**src/rtl/fetch_hazard_stage.sv**
```systemverilog
// fetch_hazard_stage: instruction fetch plus IF/ID register with RAW-hazard
// stalling and a fixed three-bubble branch shadow.
//
// Ports:
//   clk, reset      - rising-edge clock, synchronous active-high reset
//   imem_addr       - fetch address to a combinational instruction memory
//   imem_data       - instruction word at imem_addr (same cycle)
//   branch_ctrl     - branch-taken flag from MEM (only looked at in BR2)
//   branch_target   - branch target from MEM
//   IDpc            - fetch address + 4 of the issued instruction, 0 on a bubble
//   IDinstruction   - issued instruction, 0 (nop) on a bubble
//   stall           - a valid ID instruction is held back by a hazard
module fetch_hazard_stage #(
  parameter logic [31:0] RESET_PC = 32'h0040_0020
) (
  input  logic        clk,
  input  logic        reset,
  output logic [31:0] imem_addr,
  input  logic [31:0] imem_data,
  input  logic        branch_ctrl,
  input  logic [31:0] branch_target,
  output logic [31:0] IDpc,
  output logic [31:0] IDinstruction,
  output logic        stall
);

  localparam int unsigned XLEN = 32;
  localparam int unsigned RW   = 5;

  typedef enum logic [1:0] {RUN, BR1, BR2, BR3} state_t;

  state_t          state;
  logic [XLEN-1:0] pc;
  logic            ifid_valid;
  logic [XLEN-1:0] ifid_pc4;
  logic [XLEN-1:0] ifid_instr;
  logic [RW-1:0]   p0, p1, p2;

  logic [5:0]      opcode;
  logic [RW-1:0]   src_a, src_b, dest;
  logic            is_branch;
  logic            hazard;
  logic            run_valid;
  logic            issue;
  logic [XLEN-1:0] pc_plus4;

  assign imem_addr = pc;
  assign pc_plus4  = pc + XLEN'(4);
  assign opcode    = ifid_instr[31:26];

  // Register-usage decode of the instruction sitting in ID; unused slots read as $0.
  always_comb begin
    src_a     = '0;
    src_b     = '0;
    dest      = '0;
    is_branch = 1'b0;
    case (opcode)
      6'h00: begin
        src_a = ifid_instr[25:21];
        src_b = ifid_instr[20:16];
        dest  = ifid_instr[15:11];
      end
      6'h23: begin
        src_a = ifid_instr[25:21];
        dest  = ifid_instr[20:16];
      end
      6'h2B: begin
        src_a = ifid_instr[25:21];
        src_b = ifid_instr[20:16];
      end
      6'h04, 6'h05: begin
        src_a     = ifid_instr[25:21];
        src_b     = ifid_instr[20:16];
        is_branch = 1'b1;
      end
      6'h07: begin
        src_a     = ifid_instr[25:21];
        is_branch = 1'b1;
      end
      6'h08, 6'h09, 6'h0A, 6'h0B, 6'h0C, 6'h0D, 6'h0E: begin
        src_a = ifid_instr[25:21];
        dest  = ifid_instr[20:16];
      end
      6'h0F: begin
        dest = ifid_instr[20:16];
      end
      default: ;
    endcase
  end

  // $0 is never a real dependency, so a zero source or zero entry never matches.
  function automatic logic src_busy(input logic [RW-1:0] r,
                                    input logic [RW-1:0] e0,
                                    input logic [RW-1:0] e1,
                                    input logic [RW-1:0] e2);
    return (r != '0) && ((r == e0) || (r == e1) || (r == e2));
  endfunction

  // Issue decision and ID-side outputs; everything is forced quiet during reset.
  always_comb begin
    hazard        = ifid_valid && (src_busy(src_a, p0, p1, p2) || src_busy(src_b, p0, p1, p2));
    run_valid     = !reset && (state == RUN) && ifid_valid;
    issue         = run_valid && !hazard;
    stall         = run_valid && hazard;
    IDpc          = issue ? ifid_pc4   : '0;
    IDinstruction = issue ? ifid_instr : '0;
  end

  // PC, IF/ID, branch-shadow state and pending-destination pipeline.
  always_ff @(posedge clk) begin
    if (reset) begin
      pc         <= RESET_PC;
      ifid_valid <= 1'b0;
      ifid_pc4   <= '0;
      ifid_instr <= '0;
      state      <= RUN;
      p0         <= '0;
      p1         <= '0;
      p2         <= '0;
    end else begin
      p2 <= p1;
      p1 <= p0;
      p0 <= issue ? dest : '0;
      case (state)
        RUN: begin
          if (!ifid_valid) begin
            ifid_valid <= 1'b1;
            ifid_pc4   <= pc_plus4;
            ifid_instr <= imem_data;
            pc         <= pc_plus4;
          end else if (!hazard) begin
            if (is_branch) begin
              // PC is left on the fall-through address; BR2 may redirect it.
              ifid_valid <= 1'b0;
              state      <= BR1;
            end else begin
              ifid_pc4   <= pc_plus4;
              ifid_instr <= imem_data;
              pc         <= pc_plus4;
            end
          end
        end
        BR1: state <= BR2;
        BR2: begin
          if (branch_ctrl) pc <= branch_target;
          state <= BR3;
        end
        BR3: begin
          ifid_valid <= 1'b1;
          ifid_pc4   <= pc_plus4;
          ifid_instr <= imem_data;
          pc         <= pc_plus4;
          state      <= RUN;
        end
        default: state <= RUN;
      endcase
    end
  end

endmodule

```
**config.mk**
```make
export PLATFORM = sky130hd
export DESIGN_NAME = fetch_hazard_stage
export DESIGN_NICKNAME = d
export VERILOG_FILES = /design/src/rtl/fetch_hazard_stage.sv
export SDC_FILE = /design/constraint.sdc
export NUM_CORES = 1
export LEC_CHECK = 0
export CORE_ASPECT_RATIO = 1.1
export CORE_MARGIN = 2
export CORE_UTILIZATION = 51
export CTS_BUF_LIST = sky130_fd_sc_hd__clkbuf_8
export DETAILED_ROUTE_END_ITERATION = 16
export PLACE_DENSITY = 0.83
export SYNTH_ARGS = -nofsm -noshare
export SYNTH_HDL_FRONTEND = slang
export SYNTH_SLANG_ARGS = --single-unit
```
**constraint.sdc**
```tcl
create_clock -name clk -period 3.6 [get_ports clk]
set_input_delay 0.36 -clock clk [delete_from_list [all_inputs] [get_ports clk]]
set_output_delay 0.36 -clock clk [all_outputs]
set_load 0.01 [all_outputs]
```
==> impl_results.html, run 1 <==
<table>
<tr><th>Metric</th><th>Value</th></tr>
<tr><th colspan="2">Run status</th></tr>
<tr><td>Status</td><td>finished clean</td></tr>
<tr><th colspan="2">Yosys</th></tr>
<tr><td>Sequential area share after synthesis</td><td>0.355</td></tr>
<tr><td>Synth Area in Adders</td><td>0.0117</td></tr>
<tr><td>Area share of and/or/nand/nor cells after synthesis</td><td>0.226</td></tr>
<tr><td>Post-Synthesis Cell Area</td><td>6420 um2</td></tr>
<tr><td>Syn nets</td><td>888</td></tr>
<tr><td>Number of distinct library cell variants in the gate-level netlist after synthesis</td><td>63</td></tr>
<tr><td>Share of the synthesized area in compound gates (AO/OA/AOI/OAI)</td><td>0.257</td></tr>
<tr><td>Most area-consuming cells after synthesis</td><td>dfxtp_1 36%, a21oi_1 7.4%, and2_1 6.0%, nand3_1 4.8%, o21ai_0 4.7%</td></tr>
<tr><td>Main combinational cell family by area after synthesis</td><td>compound AO/OA/AOI/OAI gates</td></tr>
<tr><td>Number of enable flip-flop cells after synthesis</td><td>0</td></tr>
<tr><td>Number of cells produced by synthesis</td><td>815</td></tr>
<tr><td>Leading area contributor after synthesis</td><td>dfxtp_1</td></tr>
<tr><td>Multiplexer share of the synthesized area</td><td>0.00954</td></tr>
<tr><td>Xor-xnor portion of the synthesized cell area</td><td>0.0709</td></tr>
<tr><td>Syn Area/Cell</td><td>7.88 um2</td></tr>
<tr><td>Most used DFF post-synth</td><td>dfxtp_1</td></tr>
<tr><td>Number of register bits inferred by synthesis</td><td>114</td></tr>
<tr><td>Portion of synthesized cell area occupied by the leading cell type</td><td>0.355</td></tr>
<tr><td>Synth warnings</td><td>0</td></tr>
<tr><td>Async set or reset register ratio after synthesis</td><td>0</td></tr>
<tr><th colspan="2">Routing</th></tr>
<tr><td>Vias per cell</td><td>6.18</td></tr>
<tr><td>Residual antenna-violating net count after detailed routing</td><td>0</td></tr>
<tr><td>Detailed-route DRC error count</td><td>0</td></tr>
<tr><td>Number of violations reported at the end of detailed-routing iteration 0</td><td>683</td></tr>
<tr><td>DRT Wirelength</td><td>20600 um</td></tr>
<tr><td>Vias</td><td>6827</td></tr>
<tr><td>Per-cell routed wire length</td><td>18.7 um</td></tr>
<tr><td>Count of TritonRoute iterations in the first routing pass</td><td>5</td></tr>
<tr><th colspan="2">STA</th></tr>
<tr><td>Max_slew headroom</td><td>0.237</td></tr>
<tr><td>Period minus WS final</td><td>3.58 ns</td></tr>
<tr><td>Actual slew at the worst max-slew pin</td><td>1.14 ns</td></tr>
<tr><td>Worst clock skew</td><td>0.0209 ns</td></tr>
<tr><td>Final Hold Vio Count</td><td>0</td></tr>
<tr><td>Final setup vio count</td><td>0</td></tr>
<tr><td>Number of pins exceeding their max-slew limit in the final report</td><td>0</td></tr>
<tr><td>Achievable Freq</td><td>0.279 GHz</td></tr>
<tr><td>Period utilisation layout</td><td>0.995</td></tr>
<tr><td>Fin worst setup slack</td><td>0.0194 ns</td></tr>
<tr><th colspan="2">Critical path</th></tr>
<tr><td>Required time of the critical path</td><td>3.24 ns</td></tr>
<tr><td>Critical path startpoint</td><td>ifid_instr[28]</td></tr>
<tr><td>Top fanout value on the critical path</td><td>35</td></tr>
<tr><td>Classification of the worst setup path</td><td>register to primary output</td></tr>
<tr><td>Reg2Reg Capture Point</td><td>imem_addr[5]</td></tr>
<tr><td>Worst r2r src</td><td>ifid_instr[22]</td></tr>
<tr><td>Worst reg-to-reg path cell count</td><td>9</td></tr>
<tr><td>Setup slack of the worst register-to-register path</td><td>0.47 ns</td></tr>
<tr><td>Crit path capture type</td><td>primary output</td></tr>
<tr><td>Data arrival time of the critical path</td><td>3.22 ns</td></tr>
<tr><td>Capturing instance or port of the critical path</td><td>IDpc[9]</td></tr>
<tr><td>Crit start category</td><td>register</td></tr>
<tr><th colspan="2">Clock tree</th></tr>
<tr><td>Worst-Skew Late Latency</td><td>0.45 ns</td></tr>
<tr><td>Clock tree from TritonCTS</td><td>done</td></tr>
<tr><td>Clock slew at the register clock pins of the worst setup and hold paths</td><td>0.07 ns</td></tr>
<tr><td>Buffer depth of the longest clock path</td><td>2</td></tr>
<tr><td>Cts bufs inserted</td><td>17</td></tr>
<tr><td>Count of H-tree levels built during CTS</td><td>4</td></tr>
<tr><td>Sinks on Clock Net</td><td>114</td></tr>
<tr><td>Hold-fix buffers at CTS</td><td>0</td></tr>
<tr><td>Clock Root Buffer</td><td>clkbuf_8</td></tr>
<tr><th colspan="2">Global route</th></tr>
<tr><td>Wire length of the first global-routing pass</td><td>31800 um</td></tr>
<tr><td>Initial antenna violation count</td><td>0</td></tr>
<tr><td>Remaining Overflow, GRT</td><td>0</td></tr>
<tr><td>Via count of the first global-routing pass</td><td>6194</td></tr>
<tr><td>Global routing usage summed across all routing layers</td><td>0.290</td></tr>
<tr><td>Largest net degree at the start of global routing</td><td>79</td></tr>
<tr><th colspan="2">Floorplanning</th></tr>
<tr><td>I/O pin count</td><td>164</td></tr>
<tr><td>Height of the die</td><td>122 um</td></tr>
<tr><td>Placeable core area</td><td>12400 um2</td></tr>
<tr><td>Number of core rows</td><td>43</td></tr>
<tr><td>Starting Density</td><td>0.517</td></tr>
<tr><td>Die boundary width</td><td>111 um</td></tr>
<tr><td>Floorplan die area</td><td>13500 um2</td></tr>
<tr><th colspan="2">Placement</th></tr>
<tr><td>Pre-CTS setup slack</td><td>0.309 ns</td></tr>
<tr><td>Area post-placement</td><td>8060 um2</td></tr>
<tr><td>Post-DP HPWL</td><td>13600 um</td></tr>
<tr><td>Last weighted congestion value of the routability-driven placer</td><td>0.971</td></tr>
<tr><td>Number of buffers inserted by port buffering</td><td>163</td></tr>
<tr><th colspan="2">Final layout</th></tr>
<tr><td>Most common library cell in the layout ignoring fill and taps</td><td>clkdlybuf4s50_1</td></tr>
<tr><td>Post-Layout Inst Area</td><td>8610 um2</td></tr>
<tr><td>Layout overhead on the synthesized area</td><td>34.0%</td></tr>
<tr><td>Net total in the final layout</td><td>1007</td></tr>
<tr><td>Antenna diodes</td><td>0</td></tr>
<tr><td>Reg area</td><td>2300 um2</td></tr>
<tr><td>Most used cells in the layout excluding fill and tap cells</td><td>155 x clkdlybuf4s50_1, 107 x dfxtp_1, 95 x a21oi_1, 62 x nand3_1, 62 x and2_1</td></tr>
<tr><td>Share of post-route cells with drive strength above 1</td><td>0.0845</td></tr>
<tr><td>Area of the multi-input gates</td><td>3750 um2</td></tr>
<tr><td># fillers</td><td>1002</td></tr>
<tr><th colspan="2">Power and ir drop</th></tr>
<tr><td>Worst IR Drop VDD</td><td>0.450 mV</td></tr>
<tr><td>Leakage power</td><td>3.13 nW</td></tr>
<tr><td>Power density of the placed cells</td><td>823 nW/um2</td></tr>
<tr><th colspan="2">Hold path</th></tr>
<tr><td>Hold WC Path Type</td><td>primary input to register</td></tr>
<tr><td>Startpoint of the most critical hold path</td><td>reset</td></tr>
<tr><th colspan="2">Flow run</th></tr>
<tr><td>Max-cap check violation count</td><td>0</td></tr>
</table>
per-stage QoR:
stage / total power, mW / utilization / setup TNS, ns / hold slack (ns) / std cells
detailed placement: 5.48 / 0.649 / 0 / 0.463 / 1068
global route: 7.50 / 0.693 / -4.69 / 0.372 / 1104
finish: 7.08 / 0.693 / 0 / 0.352 / 1104
floorplan: 4.39 / - / 0 / 0.449 / 815
CTS: 6.88 / 0.686 / 0 / 0.330 / 1101
global placement: 5.42 / 0.649 / 0 / 0.456 / 1068
state kept, by name (all words and copies together), names as in the netlist:
name / count
imem_addr: 32
state: 2
p2: 5
p0: 5
p1: 5
ifid_pc4: 32
ifid_valid: 1
ifid_instr: 32
synthesized netlist by cell type (all sizes together), types with 5 or more instances:
cell / count
a211oi: 33
a21boi: 5
a21oi: 95
a22oi: 5
a311o: 6
a31oi: 7
and2: 63
and3: 9
buf: 29
clkbuf: 56
dfxtp: 114
ha: 6
inv: 21
mux2i: 5
nand2: 38
nand3: 62
nand4: 6
nor2: 17
nor2b: 10
nor3: 22
nor4: 21
o21ai: 68
o311ai: 6
o31ai: 8
or3: 6
xnor2: 34
xor2: 18
cell families (layout without fill, tap and decap cells):
logic type | after synthesis | after routing
XOR/XNOR | 52 | 52
multiplexers | 6 | 6
AND/OR/NAND/NOR | 266 | 266
flip-flops | 114 | 114
adder cells (fa/ha/maj) | 6 | 6
AO/OA/AOI/OAI | 263 | 263
buffers and inverters | 108 | 240
critical path: stages, from the launching register on:
cell             delay [ns]
dfxtp_2                0.37
nand2b_4               0.17
or3_1                  0.35
a221o_1                0.35
a221oi_2               0.22
nand2_2                0.15
nand2_2                0.14
nor3_4                 0.04
buf_4                  0.17
buf_12                 0.15
and2_1                 0.17
clkdlybuf4s50_1        0.48
power by group:
group / switching (mW) / total (mW) / internal [mW]
Sequential: 0.371 / 1.98 / 1.61
Combinational: 2.26 / 3.77 / 1.51
Clock: 0.532 / 1.33 / 0.799
metal layers:
| layer | track usage | part of all wire |
|---|---|---|
| met4 | 0.102 | 0.021 |
| met1 | 0.387 | 0.41 |
| met5 | 0 | 0 |
| met3 | 0.0468 | 0.083 |
| met2 | 0.479 | 0.48 |
timing repair:
| item | 4_1_cts | 5_1_grt |
|---|---|---|
| buffers inserted | 1 | 2 |
| hold endpoints to repair | 0 | 0 |
| gates resized for setup | 8 | 21 |
| gates cloned | 0 | 1 |
| pin swaps | 1 | 2 |
| endpoints found under the setup margin | 63 | 65 |
worst min path at each step:
stage                         end  slack (ns)  cells past startpoint
global placement      ifid_pc4[0]        0.46                      2
detailed placement  ifid_instr[8]        0.46                      2
finish                      p2[4]        0.35                      2
floorplan           ifid_instr[0]        0.45                      2
CTS                         p2[2]        0.33                      2
global route                p1[4]        0.37                      2
layout make-up:
cell class / instances / share of cell area
sequential: 114 / 0.267
multi-input combinational: 593 / 0.436
clock buffer: 20 / 0.0320
timing repair buffer: 185 / 0.214
inverter: 23 / 0.0100
tap: 157 / 0.0228
clock inverter: 12 / 0.0189
Note: power is estimated with default switching activity, not from simulation.
==> inputs of run 2 (changes only) <==
--- a/config.mk
+++ b/config.mk
@@ -5,11 +5,13 @@
 export SDC_FILE = /design/constraint.sdc
 export NUM_CORES = 1
 export LEC_CHECK = 0
+export ABC_CLOCK_PERIOD_IN_PS = 3600
 export CORE_ASPECT_RATIO = 1.1
 export CORE_MARGIN = 2
 export CORE_UTILIZATION = 51
 export CTS_BUF_LIST = sky130_fd_sc_hd__clkbuf_8
 export DETAILED_ROUTE_END_ITERATION = 16
+export GPL_TIMING_DRIVEN = 0
 export PLACE_DENSITY = 0.83
 export SYNTH_ARGS = -nofsm -noshare
 export SYNTH_HDL_FRONTEND = slang
==> run 2 against run 1 <==
  * Combinational power rose by 10%
  * Critical path depth rose by 1
  * First-iteration DRC count up 1.2%
  * Critical endpoint is now IDpc[4]
  * Largest cell class unchanged
  * Highest routed layer unchanged
==> impl_results.html, run 2 (synthesis results as in run 1) <==
<table>
<tr><th>Metric</th><th>Value</th></tr>
<tr><th colspan="2">STA</th></tr>
<tr><td>Achievable Freq</td><td>0.282 GHz (+1.1%)</td></tr>
<tr><td>Period utilisation layout</td><td>0.984 (-0.0110)</td></tr>
<tr><td>Worst hold slack</td><td>0.463 ns (+0.111 ns)</td></tr>
<tr><td>Actual slew at the worst max-slew pin</td><td>0.891 ns (-0.249 ns)</td></tr>
<tr><td>Final setup vio count</td><td>0 (unchanged)</td></tr>
<tr><td>Worst clock skew</td><td>0.0127 ns (-0.00818 ns)</td></tr>
<tr><td>Period minus WS final</td><td>3.54 ns (-0.0396 ns)</td></tr>
<tr><td>Final Hold Vio Count</td><td>0 (unchanged)</td></tr>
<tr><td>Max_slew headroom</td><td>0.397 (+0.161)</td></tr>
<tr><td>Sum Neg Setup Slack</td><td>0 ns (unchanged)</td></tr>
<tr><td>Number of pins exceeding their max-slew limit in the final report</td><td>0 (unchanged)</td></tr>
<tr><th colspan="2">Critical path</th></tr>
<tr><td>Capturing instance or port of the critical path</td><td>IDpc[4]</td></tr>
<tr><td>Logic depth of the worst setup path including buffers</td><td>12 (+1)</td></tr>
<tr><td>Reg2Reg Capture Point</td><td>ifid_pc4[19]</td></tr>
<tr><td>Most common cell type on the critical path</td><td>buf_6</td></tr>
<tr><td>Data arrival time of the critical path</td><td>3.18 ns (-0.04 ns)</td></tr>
<tr><td>Worst reg-to-reg path cell count</td><td>10 (+1)</td></tr>
<tr><td>Top fanout value on the critical path</td><td>8 (-77%)</td></tr>
<tr><td>Crit path capture type</td><td>primary output</td></tr>
<tr><td>Classification of the worst setup path</td><td>register to primary output</td></tr>
<tr><td>Top delay family on crit path</td><td>simple AND/OR/NAND/NOR gates</td></tr>
<tr><td>Setup slack of the worst register-to-register path</td><td>0.40 ns (-0.07 ns)</td></tr>
<tr><td>Crit start category</td><td>register</td></tr>
<tr><td>Critical path startpoint</td><td>ifid_instr[26]</td></tr>
<tr><td>Worst r2r src</td><td>ifid_instr[22]</td></tr>
<tr><td>Slowest-stage cell, CP</td><td>dfxtp_1</td></tr>
<tr><td>Largest stage delay, worst path</td><td>0.53 ns (+0.05 ns)</td></tr>
<tr><td>Crit path cell chain</td><td>nand2b_4 -&gt; or3_1 -&gt; a221o_1 -&gt; a221oi_2 -&gt; nand2_2 -&gt; nand2_4 -&gt; nor3_4 -&gt; buf_6 -&gt; buf_6 -&gt; buf_4 -&gt; and2_1 -&gt; dlygate4sd2_1</td></tr>
<tr><td>Number of buffers and inverters on the critical path</td><td>4 (+1)</td></tr>
<tr><td>Required time of the critical path</td><td>3.24 ns (about the same)</td></tr>
<tr><th colspan="2">Run status</th></tr>
<tr><td>Status</td><td>finished clean</td></tr>
<tr><th colspan="2">Global route</th></tr>
<tr><td>Largest net degree at the start of global routing</td><td>17 (-78%)</td></tr>
<tr><td>Wire length of the first global-routing pass</td><td>35700 um (+12%)</td></tr>
<tr><td>Global routing usage summed across all routing layers</td><td>0.334 (+0.0443)</td></tr>
<tr><td>Remaining Overflow, GRT</td><td>0 (unchanged)</td></tr>
<tr><td>Via count of the first global-routing pass</td><td>6746 (+8.9%)</td></tr>
<tr><td>Initial antenna violation count</td><td>0 (unchanged)</td></tr>
<tr><th colspan="2">Final layout</th></tr>
<tr><td>Post-Layout Cell Count</td><td>1168 (+5.8%)</td></tr>
<tr><td>Antenna diodes</td><td>0 (unchanged)</td></tr>
<tr><td>Most used cells in the layout excluding fill and tap cells</td><td>111 x dfxtp_1, 98 x clkdlybuf4s50_1, 95 x a21oi_1, 64 x dlygate4sd2_1</td></tr>
<tr><td>Net total in the final layout</td><td>1072 (+6.5%)</td></tr>
<tr><td>Most common library cell in the layout ignoring fill and taps</td><td>dfxtp_1</td></tr>
<tr><td>Layout overhead on the synthesized area</td><td>36.1%</td></tr>
<tr><td>Post-Layout Inst Area</td><td>8740 um2 (+1.6%)</td></tr>
<tr><td>Share of post-route cells with drive strength above 1</td><td>0.0870 (+0.00257)</td></tr>
<tr><th colspan="2">Routing</th></tr>
<tr><td>Vias</td><td>7222 (+5.8%)</td></tr>
<tr><td>DRT Wirelength</td><td>23200 um (+13%)</td></tr>
<tr><td>Number of violations reported at the end of detailed-routing iteration 0</td><td>691 (+1.2%)</td></tr>
<tr><td>Count of TritonRoute iterations in the first routing pass</td><td>5 (unchanged)</td></tr>
<tr><td>Residual antenna-violating net count after detailed routing</td><td>0 (unchanged)</td></tr>
<tr><td>Vias per cell</td><td>6.18 (about the same)</td></tr>
<tr><td>Detailed-route DRC error count</td><td>0 (unchanged)</td></tr>
<tr><td>Per-cell routed wire length</td><td>19.9 um (+6.3%)</td></tr>
<tr><th colspan="2">Power and ir drop</th></tr>
<tr><td>Power density of the placed cells</td><td>842 nW/um2 (+2.4%)</td></tr>
<tr><td>Worst IR Drop VDD</td><td>0.502 mV (+12%)</td></tr>
<tr><td>Leakage power</td><td>3.42 nW (+9.4%)</td></tr>
<tr><th colspan="2">Floorplanning</th></tr>
<tr><td>Floorplan die area</td><td>13500 um2 (unchanged)</td></tr>
<tr><td>Placeable core area</td><td>12400 um2 (unchanged)</td></tr>
<tr><td>I/O pin count</td><td>164 (unchanged)</td></tr>
<tr><td>Number of core rows</td><td>43 (unchanged)</td></tr>
<tr><td>Starting Density</td><td>0.517 (unchanged)</td></tr>
<tr><td>Die boundary width</td><td>111 um (unchanged)</td></tr>
<tr><td>Height of the die</td><td>122 um (unchanged)</td></tr>
<tr><th colspan="2">Clock tree</th></tr>
<tr><td>Clock Root Buffer</td><td>clkbuf_8</td></tr>
<tr><td>Sinks on Clock Net</td><td>114 (unchanged)</td></tr>
<tr><td>Worst-Skew Late Latency</td><td>0.44 ns (about the same)</td></tr>
<tr><td>Buffer depth of the longest clock path</td><td>2 (unchanged)</td></tr>
<tr><td>Count of H-tree levels built during CTS</td><td>4 (unchanged)</td></tr>
<tr><td>Clock tree from TritonCTS</td><td>done</td></tr>
<tr><td>Clock slew at the register clock pins of the worst setup and hold paths</td><td>0.07 ns (about the same)</td></tr>
<tr><td>Cts bufs inserted</td><td>17 (unchanged)</td></tr>
<tr><td>Hold-fix buffers at CTS</td><td>0 (unchanged)</td></tr>
<tr><th colspan="2">Placement</th></tr>
<tr><td>Placed instance count</td><td>1134 (+6.2%)</td></tr>
<tr><td>Number of buffers inserted by port buffering</td><td>162 (-0.61%)</td></tr>
<tr><td>Post-DP HPWL</td><td>16700 um (+23%)</td></tr>
<tr><td>Last weighted congestion value of the routability-driven placer</td><td>0.987 (+1.7%)</td></tr>
<tr><td>Area post-placement</td><td>8240 um2 (+2.3%)</td></tr>
<tr><th colspan="2">Flow run</th></tr>
<tr><td>Max-cap check violation count</td><td>0 (unchanged)</td></tr>
<tr><th colspan="2">Hold path</th></tr>
<tr><td>Hold Path Cell Cnt</td><td>3 (+1)</td></tr>
<tr><td>Hold WC Path Type</td><td>primary input to register</td></tr>
</table>
-- run 2: cell type report --
class                   count  area (um2)
clock buffers              19         262
fillers                  1035        3680
flip-flops and latches    114        2290
clock inverters            12         165
multi-input cells         593        3750
inverters                  23        86.3
repair buffers            170        1610
plain buffers              80         393
well taps                 157         196
-- run 2: how the worst min path moves through the flow --
| stage | endpoint | slack [ns] | startpoint |
|---|---|---|---|
| after floorplan | ifid_instr[0] | 0.45 | ifid_instr[0] |
| after global placement | ifid_instr[9] | 0.46 | ifid_instr[9] |
| after detailed placement | ifid_instr[4] | 0.46 | ifid_instr[4] |
| after CTS | imem_addr[22] | 0.47 | branch_ctrl |
| after global routing | imem_addr[22] | 0.48 | branch_ctrl |
| final | imem_addr[22] | 0.46 | branch_ctrl |
-- run 2: worst register-to-register path: stages (launching register included) --
cell	delay, ns
dfxtp_2	0.37
or4_4	0.55
nand2_1	0.08
a21oi_1	0.08
a311oi_2	0.26
o22a_2	0.26
buf_4	0.15
a31oi_4	0.13
nor2_1	0.71
buf_2	0.37
a211oi_1	0.10
-- run 2: what timing repair did --
action / in CTS / in global routing
buffers inserted: 4 / 3
gates resized for setup: 91 / 5
endpoints found under the setup margin: 64 / 59
gates cloned: 1 / 0
pin swaps: 3 / 4
-- run 2: where the power goes --
| part | switching (mW) | internal [mW] |
|---|---|---|
| clock | 0.553 | 0.778 |
| sequential | 0.290 | 1.60 |
| combinational | 2.57 | 1.58 |
| total | 3.41 | 3.96 |
-- run 2: per-layer routing --
layer,up-vias,part of all wire,global-route usage
li1,3316,-,-
met1,3369,0.40,0.436
met2,469,0.47,0.547
met3,68,0.10,0.0721
met4,0,0.031,0.126
met5,-,0,0
-- run 2: metrics by stage --
stage | util | setup WS (ns) | power [mW]
floorplan | - | 0.870 | 4.39
global placement | 0.663 | -0.319 | 5.61
detailed placement | 0.663 | -0.311 | 5.68
CTS | 0.701 | 0.0163 | 7.11
global route | 0.704 | -0.101 | 7.77
finish | 0.704 | 0.0590 | 7.36
